===== src/rtl/mips_pkg.sv =====
// Shared MIPS core types: ALU op encodings, register-zero index and default widths.
// Pure declarations, no logic.
package mips_pkg;

    localparam int DATA_W_DEF     = 32;
    localparam int REG_ADDR_W_DEF = 5;
    localparam int CNT_W_DEF      = 16;

    localparam int REG_ZERO = 0;

    localparam logic [3:0] ALU_ADD = 4'd0;
    localparam logic [3:0] ALU_SUB = 4'd1;
    localparam logic [3:0] ALU_AND = 4'd2;
    localparam logic [3:0] ALU_OR  = 4'd3;
    localparam logic [3:0] ALU_XOR = 4'd4;
    localparam logic [3:0] ALU_NOR = 4'd5;
    localparam logic [3:0] ALU_SLT = 4'd6;
    localparam logic [3:0] ALU_SLL = 4'd7;
    localparam logic [3:0] ALU_SRL = 4'd8;
    localparam logic [3:0] ALU_SRA = 4'd9;
    localparam logic [3:0] ALU_LUI = 4'd10;

    typedef struct packed {
        logic       reg_write;
        logic       mem_read;
        logic       mem_write;
        logic       mem_to_reg;
        logic       alu_src;
        logic [3:0] alu_op;
    } ctrl_t;

    localparam ctrl_t CTRL_NOP = '0;

endpackage


===== src/rtl/id_ex_stage_if.sv =====
// ID/EX boundary bundle: ID-side operands/control, WB bypass, EX-side registered outputs.
// slave = the ID/EX stage, master = whoever drives ID/WB and consumes EX.
interface id_ex_stage_if #(
    parameter int DATA_W     = 32,
    parameter int REG_ADDR_W = 5,
    parameter int CNT_W      = 16
);
    logic                  id_valid;
    logic [REG_ADDR_W-1:0] id_rs;
    logic [REG_ADDR_W-1:0] id_rt;
    logic                  id_uses_rt;
    logic [REG_ADDR_W-1:0] id_dest;
    logic [DATA_W-1:0]     id_read_data1;
    logic [DATA_W-1:0]     id_read_data2;
    logic [DATA_W-1:0]     id_imm;
    logic                  id_reg_write;
    logic                  id_mem_read;
    logic                  id_mem_write;
    logic                  id_mem_to_reg;
    logic                  id_alu_src;
    logic [3:0]            id_alu_op;

    logic                  wb_reg_write;
    logic [REG_ADDR_W-1:0] wb_write_reg;
    logic [DATA_W-1:0]     wb_write_data;

    logic                  ex_hold;
    logic                  flush;

    logic                  ex_valid;
    logic [REG_ADDR_W-1:0] ex_rs;
    logic [REG_ADDR_W-1:0] ex_rt;
    logic [REG_ADDR_W-1:0] ex_dest;
    logic [DATA_W-1:0]     ex_op_a;
    logic [DATA_W-1:0]     ex_op_b;
    logic [DATA_W-1:0]     ex_imm;
    logic                  ex_reg_write;
    logic                  ex_mem_read;
    logic                  ex_mem_write;
    logic                  ex_mem_to_reg;
    logic                  ex_alu_src;
    logic [3:0]            ex_alu_op;
    logic                  stall_out;
    logic [CNT_W-1:0]      bubble_count;

    modport slave (
        input  id_valid, id_rs, id_rt, id_uses_rt, id_dest, id_read_data1, id_read_data2,
               id_imm, id_reg_write, id_mem_read, id_mem_write, id_mem_to_reg, id_alu_src,
               id_alu_op, wb_reg_write, wb_write_reg, wb_write_data, ex_hold, flush,
        output ex_valid, ex_rs, ex_rt, ex_dest, ex_op_a, ex_op_b, ex_imm, ex_reg_write,
               ex_mem_read, ex_mem_write, ex_mem_to_reg, ex_alu_src, ex_alu_op,
               stall_out, bubble_count
    );

    modport master (
        output id_valid, id_rs, id_rt, id_uses_rt, id_dest, id_read_data1, id_read_data2,
               id_imm, id_reg_write, id_mem_read, id_mem_write, id_mem_to_reg, id_alu_src,
               id_alu_op, wb_reg_write, wb_write_reg, wb_write_data, ex_hold, flush,
        input  ex_valid, ex_rs, ex_rt, ex_dest, ex_op_a, ex_op_b, ex_imm, ex_reg_write,
               ex_mem_read, ex_mem_write, ex_mem_to_reg, ex_alu_src, ex_alu_op,
               stall_out, bubble_count
    );
endinterface


===== src/rtl/id_ex_stage_hazard_detect.sv =====
// Load-use hazard detector: EX load whose dest is a source of the ID instruction.
// Latency: combinational. Backpressure: stall_o covers load-use and downstream hold; flush cancels it.
module hazard_detect
    import mips_pkg::*;
#(
    parameter int REG_ADDR_W = REG_ADDR_W_DEF
) (
    input  logic                  id_valid_i,
    input  logic [REG_ADDR_W-1:0] id_rs_i,
    input  logic [REG_ADDR_W-1:0] id_rt_i,
    input  logic                  id_uses_rt_i,
    input  logic                  ex_valid_i,
    input  logic                  ex_mem_read_i,
    input  logic [REG_ADDR_W-1:0] ex_dest_i,
    input  logic                  ex_hold_i,
    input  logic                  flush_i,
    output logic                  load_use_o,
    output logic                  stall_o
);
    logic dest_live;
    logic src_match;

    // A load into $zero has no consumer worth waiting for.
    assign dest_live  = (ex_dest_i != REG_ADDR_W'(REG_ZERO));
    assign src_match  = (ex_dest_i == id_rs_i) | (id_uses_rt_i & (ex_dest_i == id_rt_i));
    assign load_use_o = id_valid_i & ex_valid_i & ex_mem_read_i & dest_live & src_match;
    assign stall_o    = (load_use_o | ex_hold_i) & ~flush_i;
endmodule


===== src/rtl/id_ex_stage.sv =====
// ID/EX pipeline register with write-first WB bypass, load-use bubble insertion and flush/hold.
// Latency: 1 cycle ID->EX. Backpressure: ex_hold freezes EX and raises stall_out; flush wins over hold.
module id_ex_stage
    import mips_pkg::*;
#(
    parameter int DATA_W     = DATA_W_DEF,
    parameter int REG_ADDR_W = REG_ADDR_W_DEF,
    parameter int CNT_W      = CNT_W_DEF
) (
    input  logic          clk,
    input  logic          rst_n,
    id_ex_stage_if.slave  bus
);
    logic load_use;
    logic stall_raw;

    hazard_detect #(.REG_ADDR_W(REG_ADDR_W)) u_hazard (
        .id_valid_i    (bus.id_valid),
        .id_rs_i       (bus.id_rs),
        .id_rt_i       (bus.id_rt),
        .id_uses_rt_i  (bus.id_uses_rt),
        .ex_valid_i    (bus.ex_valid),
        .ex_mem_read_i (bus.ex_mem_read),
        .ex_dest_i     (bus.ex_dest),
        .ex_hold_i     (bus.ex_hold),
        .flush_i       (bus.flush),
        .load_use_o    (load_use),
        .stall_o       (stall_raw)
    );

    // ex_hold is external, so gate with reset to keep IF/ID free while held in reset.
    assign bus.stall_out = stall_raw & rst_n;

    logic [DATA_W-1:0] op_a_next;
    logic [DATA_W-1:0] op_b_next;

    // Register file reads combinationally, so a same-cycle WB write must be forwarded here.
    always_comb begin
        op_a_next = bus.id_read_data1;
        if (bus.id_rs == REG_ADDR_W'(REG_ZERO)) begin
            op_a_next = '0;
        end else if (bus.wb_reg_write && (bus.wb_write_reg == bus.id_rs)) begin
            op_a_next = bus.wb_write_data;
        end
    end

    always_comb begin
        op_b_next = bus.id_read_data2;
        if (bus.id_rt == REG_ADDR_W'(REG_ZERO)) begin
            op_b_next = '0;
        end else if (bus.wb_reg_write && (bus.wb_write_reg == bus.id_rt)) begin
            op_b_next = bus.wb_write_data;
        end
    end

    ctrl_t id_ctrl;
    assign id_ctrl = '{reg_write:  bus.id_reg_write,
                       mem_read:   bus.id_mem_read,
                       mem_write:  bus.id_mem_write,
                       mem_to_reg: bus.id_mem_to_reg,
                       alu_src:    bus.id_alu_src,
                       alu_op:     bus.id_alu_op};

    logic                  valid_q, valid_d;
    logic [REG_ADDR_W-1:0] rs_q, rs_d, rt_q, rt_d, dest_q, dest_d;
    logic [DATA_W-1:0]     op_a_q, op_a_d, op_b_q, op_b_d, imm_q, imm_d;
    ctrl_t                 ctrl_q, ctrl_d;
    logic [CNT_W-1:0]      cnt_q, cnt_d;

    always_comb begin
        valid_d = valid_q;
        rs_d    = rs_q;
        rt_d    = rt_q;
        dest_d  = dest_q;
        op_a_d  = op_a_q;
        op_b_d  = op_b_q;
        imm_d   = imm_q;
        ctrl_d  = ctrl_q;
        cnt_d   = cnt_q;
        if (bus.flush || (!bus.ex_hold && load_use)) begin
            valid_d = 1'b0;
            rs_d    = '0;
            rt_d    = '0;
            dest_d  = '0;
            op_a_d  = '0;
            op_b_d  = '0;
            imm_d   = '0;
            ctrl_d  = CTRL_NOP;
            if (!bus.flush && (cnt_q != {CNT_W{1'b1}})) begin
                cnt_d = cnt_q + CNT_W'(1);
            end
        end else if (!bus.ex_hold) begin
            valid_d = bus.id_valid;
            rs_d    = bus.id_rs;
            rt_d    = bus.id_rt;
            dest_d  = bus.id_dest;
            op_a_d  = op_a_next;
            op_b_d  = op_b_next;
            imm_d   = bus.id_imm;
            ctrl_d  = bus.id_valid ? id_ctrl : CTRL_NOP;
        end
    end

    always_ff @(posedge clk or negedge rst_n) begin
        if (!rst_n) begin
            valid_q <= 1'b0;
            rs_q    <= '0;
            rt_q    <= '0;
            dest_q  <= '0;
            op_a_q  <= '0;
            op_b_q  <= '0;
            imm_q   <= '0;
            ctrl_q  <= CTRL_NOP;
            cnt_q   <= '0;
        end else begin
            valid_q <= valid_d;
            rs_q    <= rs_d;
            rt_q    <= rt_d;
            dest_q  <= dest_d;
            op_a_q  <= op_a_d;
            op_b_q  <= op_b_d;
            imm_q   <= imm_d;
            ctrl_q  <= ctrl_d;
            cnt_q   <= cnt_d;
        end
    end

    assign bus.ex_valid      = valid_q;
    assign bus.ex_rs         = rs_q;
    assign bus.ex_rt         = rt_q;
    assign bus.ex_dest       = dest_q;
    assign bus.ex_op_a       = op_a_q;
    assign bus.ex_op_b       = op_b_q;
    assign bus.ex_imm        = imm_q;
    assign bus.ex_reg_write  = ctrl_q.reg_write;
    assign bus.ex_mem_read   = ctrl_q.mem_read;
    assign bus.ex_mem_write  = ctrl_q.mem_write;
    assign bus.ex_mem_to_reg = ctrl_q.mem_to_reg;
    assign bus.ex_alu_src    = ctrl_q.alu_src;
    assign bus.ex_alu_op     = ctrl_q.alu_op;
    assign bus.bubble_count  = cnt_q;
endmodule


===== src/flat_wrapper.sv =====
// flat-port wrapper written by rule: the top's interface ports become plain ports
module id_ex_stage_flat import mips_pkg::*;
#(
    parameter int DATA_W     = DATA_W_DEF,
    parameter int REG_ADDR_W = REG_ADDR_W_DEF,
    parameter int CNT_W      = CNT_W_DEF
)
  (clk, rst_n, bus_id_valid, bus_id_rs, bus_id_rt, bus_id_uses_rt, bus_id_dest, bus_id_read_data1, bus_id_read_data2, bus_id_imm, bus_id_reg_write, bus_id_mem_read, bus_id_mem_write, bus_id_mem_to_reg, bus_id_alu_src, bus_id_alu_op, bus_wb_reg_write, bus_wb_write_reg, bus_wb_write_data, bus_ex_hold, bus_flush, bus_ex_valid, bus_ex_rs, bus_ex_rt, bus_ex_dest, bus_ex_op_a, bus_ex_op_b, bus_ex_imm, bus_ex_reg_write, bus_ex_mem_read, bus_ex_mem_write, bus_ex_mem_to_reg, bus_ex_alu_src, bus_ex_alu_op, bus_stall_out, bus_bubble_count);
  id_ex_stage_if #(.DATA_W(DATA_W), .REG_ADDR_W(REG_ADDR_W), .CNT_W(CNT_W)) bus_i ();
  input  logic clk;
  input  logic rst_n;
  input wire logic [$bits(bus_i.id_valid)-1:0] bus_id_valid;
  input wire logic [$bits(bus_i.id_rs)-1:0] bus_id_rs;
  input wire logic [$bits(bus_i.id_rt)-1:0] bus_id_rt;
  input wire logic [$bits(bus_i.id_uses_rt)-1:0] bus_id_uses_rt;
  input wire logic [$bits(bus_i.id_dest)-1:0] bus_id_dest;
  input wire logic [$bits(bus_i.id_read_data1)-1:0] bus_id_read_data1;
  input wire logic [$bits(bus_i.id_read_data2)-1:0] bus_id_read_data2;
  input wire logic [$bits(bus_i.id_imm)-1:0] bus_id_imm;
  input wire logic [$bits(bus_i.id_reg_write)-1:0] bus_id_reg_write;
  input wire logic [$bits(bus_i.id_mem_read)-1:0] bus_id_mem_read;
  input wire logic [$bits(bus_i.id_mem_write)-1:0] bus_id_mem_write;
  input wire logic [$bits(bus_i.id_mem_to_reg)-1:0] bus_id_mem_to_reg;
  input wire logic [$bits(bus_i.id_alu_src)-1:0] bus_id_alu_src;
  input wire logic [$bits(bus_i.id_alu_op)-1:0] bus_id_alu_op;
  input wire logic [$bits(bus_i.wb_reg_write)-1:0] bus_wb_reg_write;
  input wire logic [$bits(bus_i.wb_write_reg)-1:0] bus_wb_write_reg;
  input wire logic [$bits(bus_i.wb_write_data)-1:0] bus_wb_write_data;
  input wire logic [$bits(bus_i.ex_hold)-1:0] bus_ex_hold;
  input wire logic [$bits(bus_i.flush)-1:0] bus_flush;
  output wire logic [$bits(bus_i.ex_valid)-1:0] bus_ex_valid;
  output wire logic [$bits(bus_i.ex_rs)-1:0] bus_ex_rs;
  output wire logic [$bits(bus_i.ex_rt)-1:0] bus_ex_rt;
  output wire logic [$bits(bus_i.ex_dest)-1:0] bus_ex_dest;
  output wire logic [$bits(bus_i.ex_op_a)-1:0] bus_ex_op_a;
  output wire logic [$bits(bus_i.ex_op_b)-1:0] bus_ex_op_b;
  output wire logic [$bits(bus_i.ex_imm)-1:0] bus_ex_imm;
  output wire logic [$bits(bus_i.ex_reg_write)-1:0] bus_ex_reg_write;
  output wire logic [$bits(bus_i.ex_mem_read)-1:0] bus_ex_mem_read;
  output wire logic [$bits(bus_i.ex_mem_write)-1:0] bus_ex_mem_write;
  output wire logic [$bits(bus_i.ex_mem_to_reg)-1:0] bus_ex_mem_to_reg;
  output wire logic [$bits(bus_i.ex_alu_src)-1:0] bus_ex_alu_src;
  output wire logic [$bits(bus_i.ex_alu_op)-1:0] bus_ex_alu_op;
  output wire logic [$bits(bus_i.stall_out)-1:0] bus_stall_out;
  output wire logic [$bits(bus_i.bubble_count)-1:0] bus_bubble_count;
  assign bus_i.id_valid = bus_id_valid;
  assign bus_i.id_rs = bus_id_rs;
  assign bus_i.id_rt = bus_id_rt;
  assign bus_i.id_uses_rt = bus_id_uses_rt;
  assign bus_i.id_dest = bus_id_dest;
  assign bus_i.id_read_data1 = bus_id_read_data1;
  assign bus_i.id_read_data2 = bus_id_read_data2;
  assign bus_i.id_imm = bus_id_imm;
  assign bus_i.id_reg_write = bus_id_reg_write;
  assign bus_i.id_mem_read = bus_id_mem_read;
  assign bus_i.id_mem_write = bus_id_mem_write;
  assign bus_i.id_mem_to_reg = bus_id_mem_to_reg;
  assign bus_i.id_alu_src = bus_id_alu_src;
  assign bus_i.id_alu_op = bus_id_alu_op;
  assign bus_i.wb_reg_write = bus_wb_reg_write;
  assign bus_i.wb_write_reg = bus_wb_write_reg;
  assign bus_i.wb_write_data = bus_wb_write_data;
  assign bus_i.ex_hold = bus_ex_hold;
  assign bus_i.flush = bus_flush;
  assign bus_ex_valid = bus_i.ex_valid;
  assign bus_ex_rs = bus_i.ex_rs;
  assign bus_ex_rt = bus_i.ex_rt;
  assign bus_ex_dest = bus_i.ex_dest;
  assign bus_ex_op_a = bus_i.ex_op_a;
  assign bus_ex_op_b = bus_i.ex_op_b;
  assign bus_ex_imm = bus_i.ex_imm;
  assign bus_ex_reg_write = bus_i.ex_reg_write;
  assign bus_ex_mem_read = bus_i.ex_mem_read;
  assign bus_ex_mem_write = bus_i.ex_mem_write;
  assign bus_ex_mem_to_reg = bus_i.ex_mem_to_reg;
  assign bus_ex_alu_src = bus_i.ex_alu_src;
  assign bus_ex_alu_op = bus_i.ex_alu_op;
  assign bus_stall_out = bus_i.stall_out;
  assign bus_bubble_count = bus_i.bubble_count;
  id_ex_stage #(.DATA_W(DATA_W), .REG_ADDR_W(REG_ADDR_W), .CNT_W(CNT_W)) u_core (.clk(clk), .rst_n(rst_n), .bus(bus_i));
endmodule

===== config.mk =====
export PLATFORM = sky130hd
export DESIGN_NAME = id_ex_stage_flat
export DESIGN_NICKNAME = d
export VERILOG_FILES = /design/src/rtl/mips_pkg.sv /design/src/rtl/id_ex_stage_if.sv /design/src/rtl/id_ex_stage_hazard_detect.sv /design/src/rtl/id_ex_stage.sv /design/src/flat_wrapper.sv
export SDC_FILE = /design/constraint.sdc
export NUM_CORES = 1
export LEC_CHECK = 0
export CAP_MARGIN = 10
export CORE_MARGIN = 3
export CORE_UTILIZATION = 41
export DETAILED_ROUTE_END_ITERATION = 8
export PLACE_DENSITY = 0.85
export SLEW_MARGIN = 10
export SYNTH_ARGS = -nofsm -noshare
export SYNTH_HDL_FRONTEND = slang
export SYNTH_SLANG_ARGS = --single-unit

===== constraint.sdc =====
create_clock -name clk -period 2 [get_ports clk]
set_input_delay 0.3 -clock clk [delete_from_list [all_inputs] [get_ports clk]]
set_output_delay 0.3 -clock clk [all_outputs]
set_load 0.01 [all_outputs]

## After elaboration in Yosys (flattened, before gate mapping)

Index checks and enable logic that the tools add are counted.

- Register bits: 137
- Input bits: 164
- Output and inout bits: 138
- Word-level logic and storage cells: 63

- Add/subtract/negate cells: 1
- Equal/unequal tests: 6
- Muxes and demuxes: 21
- Bitwise gates (word level): 10
- Reductions and logical operators: 11

Operator list:

| operator | count |
|---|---|
| 32-bit two-way mux | 10 |
| 5-bit two-way mux | 6 |
| 9-bit two-way mux | 3 |
| 5-bit == test | 4 |
| 16-bit by 1-bit adder with 16-bit output (second input constant) | 1 |
| 16-bit != test (second input constant) | 1 |
| 5-bit logical NOT | 2 |
| 1-bit AND | 7 |
| 5-bit nonzero test | 1 |
| 1-bit logical AND | 4 |
| 1-bit logical NOT | 2 |
| 1-bit two-way mux | 2 |
| 2-bit by 1-bit != test with 1-bit output (second input constant) | 1 |
| 1-bit OR | 2 |
| 2-bit AND reduction | 1 |
| 1-bit logical OR | 1 |
| 1-bit NOT | 1 |

## Depth between registers and ports, before layout

- Word-level depth: 7
- Gate-level depth with buffers: 8
- Gate-level depth less buffers: 6

## Hierarchy

Synthesis repeated with hierarchy kept, for this count alone.

- Cells, all modules: 605
- Area, all modules: 6722.7 µm²

By module, submodules not included:

| module | instances | cells each | area each (µm²) | seq. area each (µm²) |
|---|---|---|---|---|
| id_ex_stage | 1 | 586 | 6560.0 | 3428.3 |
| hazard_detect | 1 | 19 | 162.7 | 0.0 |

## Worst setup path after synthesis

Ideal clock, no wire load.

- Kind: flip-flop to output port
- Start: register u_core.dest_q[4], in the netlist u_core.bus.ex_dest[4]
- End: output bus_stall_out
- Data arrival time: 1.662 ns
- Data required time: 1.700 ns
- Setup slack: 0.038 ns
- Cell stages (with the launch flop): 9
- Buffers on the path: 2
- Cells stage by stage: dfrtp_1 > xnor2_1 > nand3_1 > o22ai_1 > and2_1 > buf_2 > buf_6 > nor2_1 > nor3b_1

- Word-level cells in the longest chain between the ends: 7
- Elaborated cells between the ends (all ways): 10
- Classes of those cells: 2 x eq/ne; 7 x bitwise; 1 x reduce/logical

RTL lines:

| what | line | RTL |
|---|---|---|
| start: declaration | id_ex_stage.sv:65 | `logic [REG_ADDR_W-1:0] rs_q, rs_d, rt_q, rt_d, dest_q, dest_d;` |
| start signal: assignment | id_ex_stage.sv:119 | `dest_q <= dest_d;` |
| 5-bit == test | id_ex_stage_hazard_detect.sv:25 | `assign src_match = (ex_dest_i == id_rs_i) \| (id_uses_rt_i & (ex_dest_i == id_rt_i));` |
| 1-bit AND | id_ex_stage_hazard_detect.sv:25 |  |
| 1-bit OR | id_ex_stage_hazard_detect.sv:25 |  |
| 1-bit AND (*) | id_ex_stage_hazard_detect.sv:26 | `assign load_use_o = id_valid_i & ex_valid_i & ex_mem_read_i & dest_live & src_match;` |
| 1-bit OR (*) | id_ex_stage_hazard_detect.sv:27 | `assign stall_o = (load_use_o \| ex_hold_i) & ~flush_i;` |
| 1-bit AND (*) | id_ex_stage_hazard_detect.sv:27 |  |
| 1-bit AND (*) | id_ex_stage.sv:32 | `assign bus.stall_out = stall_raw & rst_n;` |
| end: declaration | flat_wrapper.sv:44 | `output wire logic [$bits(bus_i.stall_out)-1:0] bus_stall_out;` |

Mark *: on every way between the ends. The rest lies on a longest branch, timed or not.

## Worst setup path in the final report

- Start: register u_core.dest_q[0], in the netlist u_core.bus.ex_dest[0]
- End: output bus_stall_out

Same word-level chain as after synthesis.

==> reports/qor.yml <==
final_cell_area_mm2: 0.01048
areaGrowthSynthToFinish_pct: 73.50
crit_start: "u_core.bus.ex_dest[0]$_DFFE_PN0P_"
clock-sinks: 137
first_pass_iters: 5
finalNetCount: 1018
wl_mm: 22.23
place_congestion: 0.9122
grt_start_max_net_pins: 138
fin_hold_ws_ns: -0.02385
skew_ns: 0.006655
rsz0062_at_grt: "true"
period_needed_ns: 2.156
critPathRequiredTime_ns: 1.70
status: "finished, violations left"
leakage_uw: 0.004364
fillers: 916
die_y_um: 127.4
yosysTopAreaCell: "dfrtp_1"
vdd_drop_max_mv: 0.6020
cts_inserted_buffers: 17
vias: 5645
grt_pass1_vias: 5971
regToRegSetupSlack_ns: -0.01
cts-htree-levels: 4
ys_types: 34
r2r-start: "u_core.bus.ex_dest[3]$_DFFE_PN0P_"
yosys.area.top_type_share: 0.5678
wl_per_cell_um: 21.27
insertedDiodeCount: 0
syn_nets: 682
initial_core_util: 0.4267
ys.flop_type: "dfrtp_1"
antenna_found_initial: 0
drv_slew: 0
clockBufferDepth: 2
path_class: "reg -> out"
grt_pass1_wl_mm: 32.69
critPathLaunchType: "flip-flop"
crit_arrival_ns: 1.86
port_buffers: 301
core_area_mm2: 0.01415
die_w_um: 127.4
worstPathMaxFanout: 3
netlist_instances: 517
postPlaceCellArea_mm2: 0.009519
drc: 0
num_rows: 43
dieArea_mm2: 0.01622
finalCritPeriodShare: 1.078
syn_avg_cell_area_um2: 11.68
ys_ff_latch: 137
vias_per_cell: 5.402
grt_overflow: 0
root_buffer: "clkbuf_16"
hold_class: "in -> async"
violations: "negative hold slack, negative setup slack"
relSlewSlack: 0.5045
drv_cap: 0
hpwl_mm: 15.54
pin_count: 302
p_per_area_mw_per_mm2: 749.7
ys.warnings.count: 0
synth_edf_count: 0
rr_worst_depth: 9
finalHoldViolations: 16
path_clk_slew_ns: 0.06
place_inst: 1005
r2r_end: "u_core.bus.ex_op_a[10]$_DFFE_PN0P_"
drt_iter0_drc: 374
setup-violations-final: 2
fmax_mhz: 463.8
endpoint: "bus_stall_out"
synth_area_mm2: 0.006038
grt_usage: 0.2599
finalWorstSetupSlack_ns: -0.1559
worstMarginPinSlew_ns: 0.7432
ant_nets: 0
synthArstFlopShare: 1.000
clock_latency_ns: 0.41
endpoint_kind: "primary output"
synth.top_cells.by_area: "dfrtp_1 (57%), mux2i_1 (11%), a22o_1 (7.0%)"
instances_no_fill: 1045
postCtsHoldBufs: 0
tritoncts: "yes"
yosysSeqAreaShare: 0.5678
final_layout_size_suffix_gt1_frac: 0.1376
==> synth_stat cells, types with 2 or more instances <==
cell type and n:
a22o_1 48, a32o_1 9, and3_1 11, buf_2 12, buf_4 2, buf_6 7, clkbuf_1 14, dfrtp_1 137
mux2i_1 64, nand2_1 69, nand3_1 11, nand4_1 8, nor2_1 5, nor4_1 2, o21ai_0 6, o21ai_1 60
or4_1 2, xnor2_1 27, xor2_1 8
==> per-stage QoR <==
| stage | setup TNS, ns | util | total power, uW | setup WS [ns] | hold WS [ns] |
|---|---|---|---|---|---|
| after floorplan | 0 | - | 3388 | 0.03839 | 0.004409 |
| after global placement | -21.75 | 0.6727 | 4221 | -0.5863 | 0.4480 |
| after detailed placement | -29.66 | 0.6727 | 4258 | -0.6110 | 0.4734 |
| after CTS | -0.6860 | 0.7291 | 7861 | -0.1846 | 0.01950 |
| after global routing | -0.5572 | 0.7404 | 8122 | -0.2750 | 0.02109 |
| final | -0.1739 | 0.7404 | 7854 | -0.1559 | -0.02385 |
==> worst max-delay path, cell delays in order (launching register included) <==
cell and delay, ns:
dfrtp_1 0.43, xnor2_1 0.16, nand3_1 0.11, o22ai_2 0.20
and2_4 0.18, nor2_2 0.03, nor3b_2 0.16, buf_2 0.15
==> layout make-up <==
cell class | instances | area (um2) | area share
flip-flops and latches | 137 | 3430 | 0.3274
multi-input cells | 343 | 2546 | 0.2430
repair buffers | 354 | 3602 | 0.3438
well taps | 180 | 225.2 | 0.02150
clock buffers | 19 | 452.9 | 0.04323
clock inverters | 12 | 220.2 | 0.02102
==> kinds of logic (layout without fill, tap and decap cells) <==
| logic type | count (synthesis) | in the layout | synth area share |
|---|---|---|---|
| flip-flops | 137 | 137 | 0.5678 |
| AO/OA/AOI/OAI | 127 | 127 | 0.1461 |
| AND/OR/NAND/NOR | 115 | 115 | 0.08786 |
| multiplexers | 65 | 65 | 0.1080 |
| buffers and inverters | 37 | 385 | 0.03750 |
| XOR/XNOR | 35 | 35 | 0.05077 |
| adder cells (fa/ha/maj) | 1 | 1 | 0.002072 |
==> layer usage <==
layer / vias to the layer above / track usage / part of all wire
met4: 0 / 0.09527 / 0.032
met3: 48 / 0.08110 / 0.091
li1: 2531 / - / -
met1: 2759 / 0.2970 / 0.36
met2: 307 / 0.4574 / 0.51
met5: - / 0 / 0
==> worst min-delay path by stage <==
stage | from | to | slack (ns)
6_report | rst_n | u_core.bus.bubble_count[1]$_DFFE_PN0P_ | -0.02
3_5_place_dp | rst_n | u_core.bus.bubble_count[1]$_DFFE_PN0P_ | 0.47
3_3_place_gp | rst_n | u_core.bus.bubble_count[0]$_DFFE_PN0P_ | 0.45
5_1_grt | rst_n | u_core.bus.ex_imm[23]$_DFFE_PN0P_ | 0.02
2_1_floorplan | rst_n | u_core.bus.bubble_count[0]$_DFFE_PN0P_ | 0.004
4_1_cts | rst_n | u_core.bus.bubble_count[1]$_DFFE_PN0P_ | 0.02
==> power breakdown <==
group          internal (uW)  switching, uW  total (uW)
sequential              2910           88.6        3000
combinational            741            528        1270
clock                   2400           1190        3590
==> layout by cell type, fill, tap and decap left out, drive strengths merged <==
cell / netlist / layout
dlygate4sd2: 0 / 1
nor3b: 1 / 1
and2: 2 / 2
o22ai: 1 / 1
nor2b: 1 / 1
clkinvlp: 0 / 1
dfrtp: 137 / 137
a22o: 48 / 48
or4: 2 / 2
clkbuf: 15 / 20
a21oi: 2 / 2
dlymetal6s2s: 0 / 3
nor3: 1 / 1
or2: 1 / 1
nand4: 8 / 8
nor2: 5 / 5
a32o: 9 / 9
nor4: 2 / 2
mux2i: 64 / 64
xnor2: 27 / 27
clkdlybuf4s50: 0 / 295
a31oi: 1 / 1
bufinv: 0 / 6
clkinv: 0 / 4
buf: 22 / 54
mux2: 1 / 1
inv: 0 / 1
ha: 1 / 1
nand2: 69 / 69
xor2: 8 / 8
o21ai: 66 / 66
and3: 12 / 12
nand3: 11 / 11
==> timing repair <==
item,4_1_cts,5_1_grt
setup buffers,0,6
setup endpoints to repair,4,43
gates cloned,2,1
gates resized for setup,18,30
pin swaps,8,7
endpoints found under the hold margin,0,0
(Power assumes the default switching activity.)
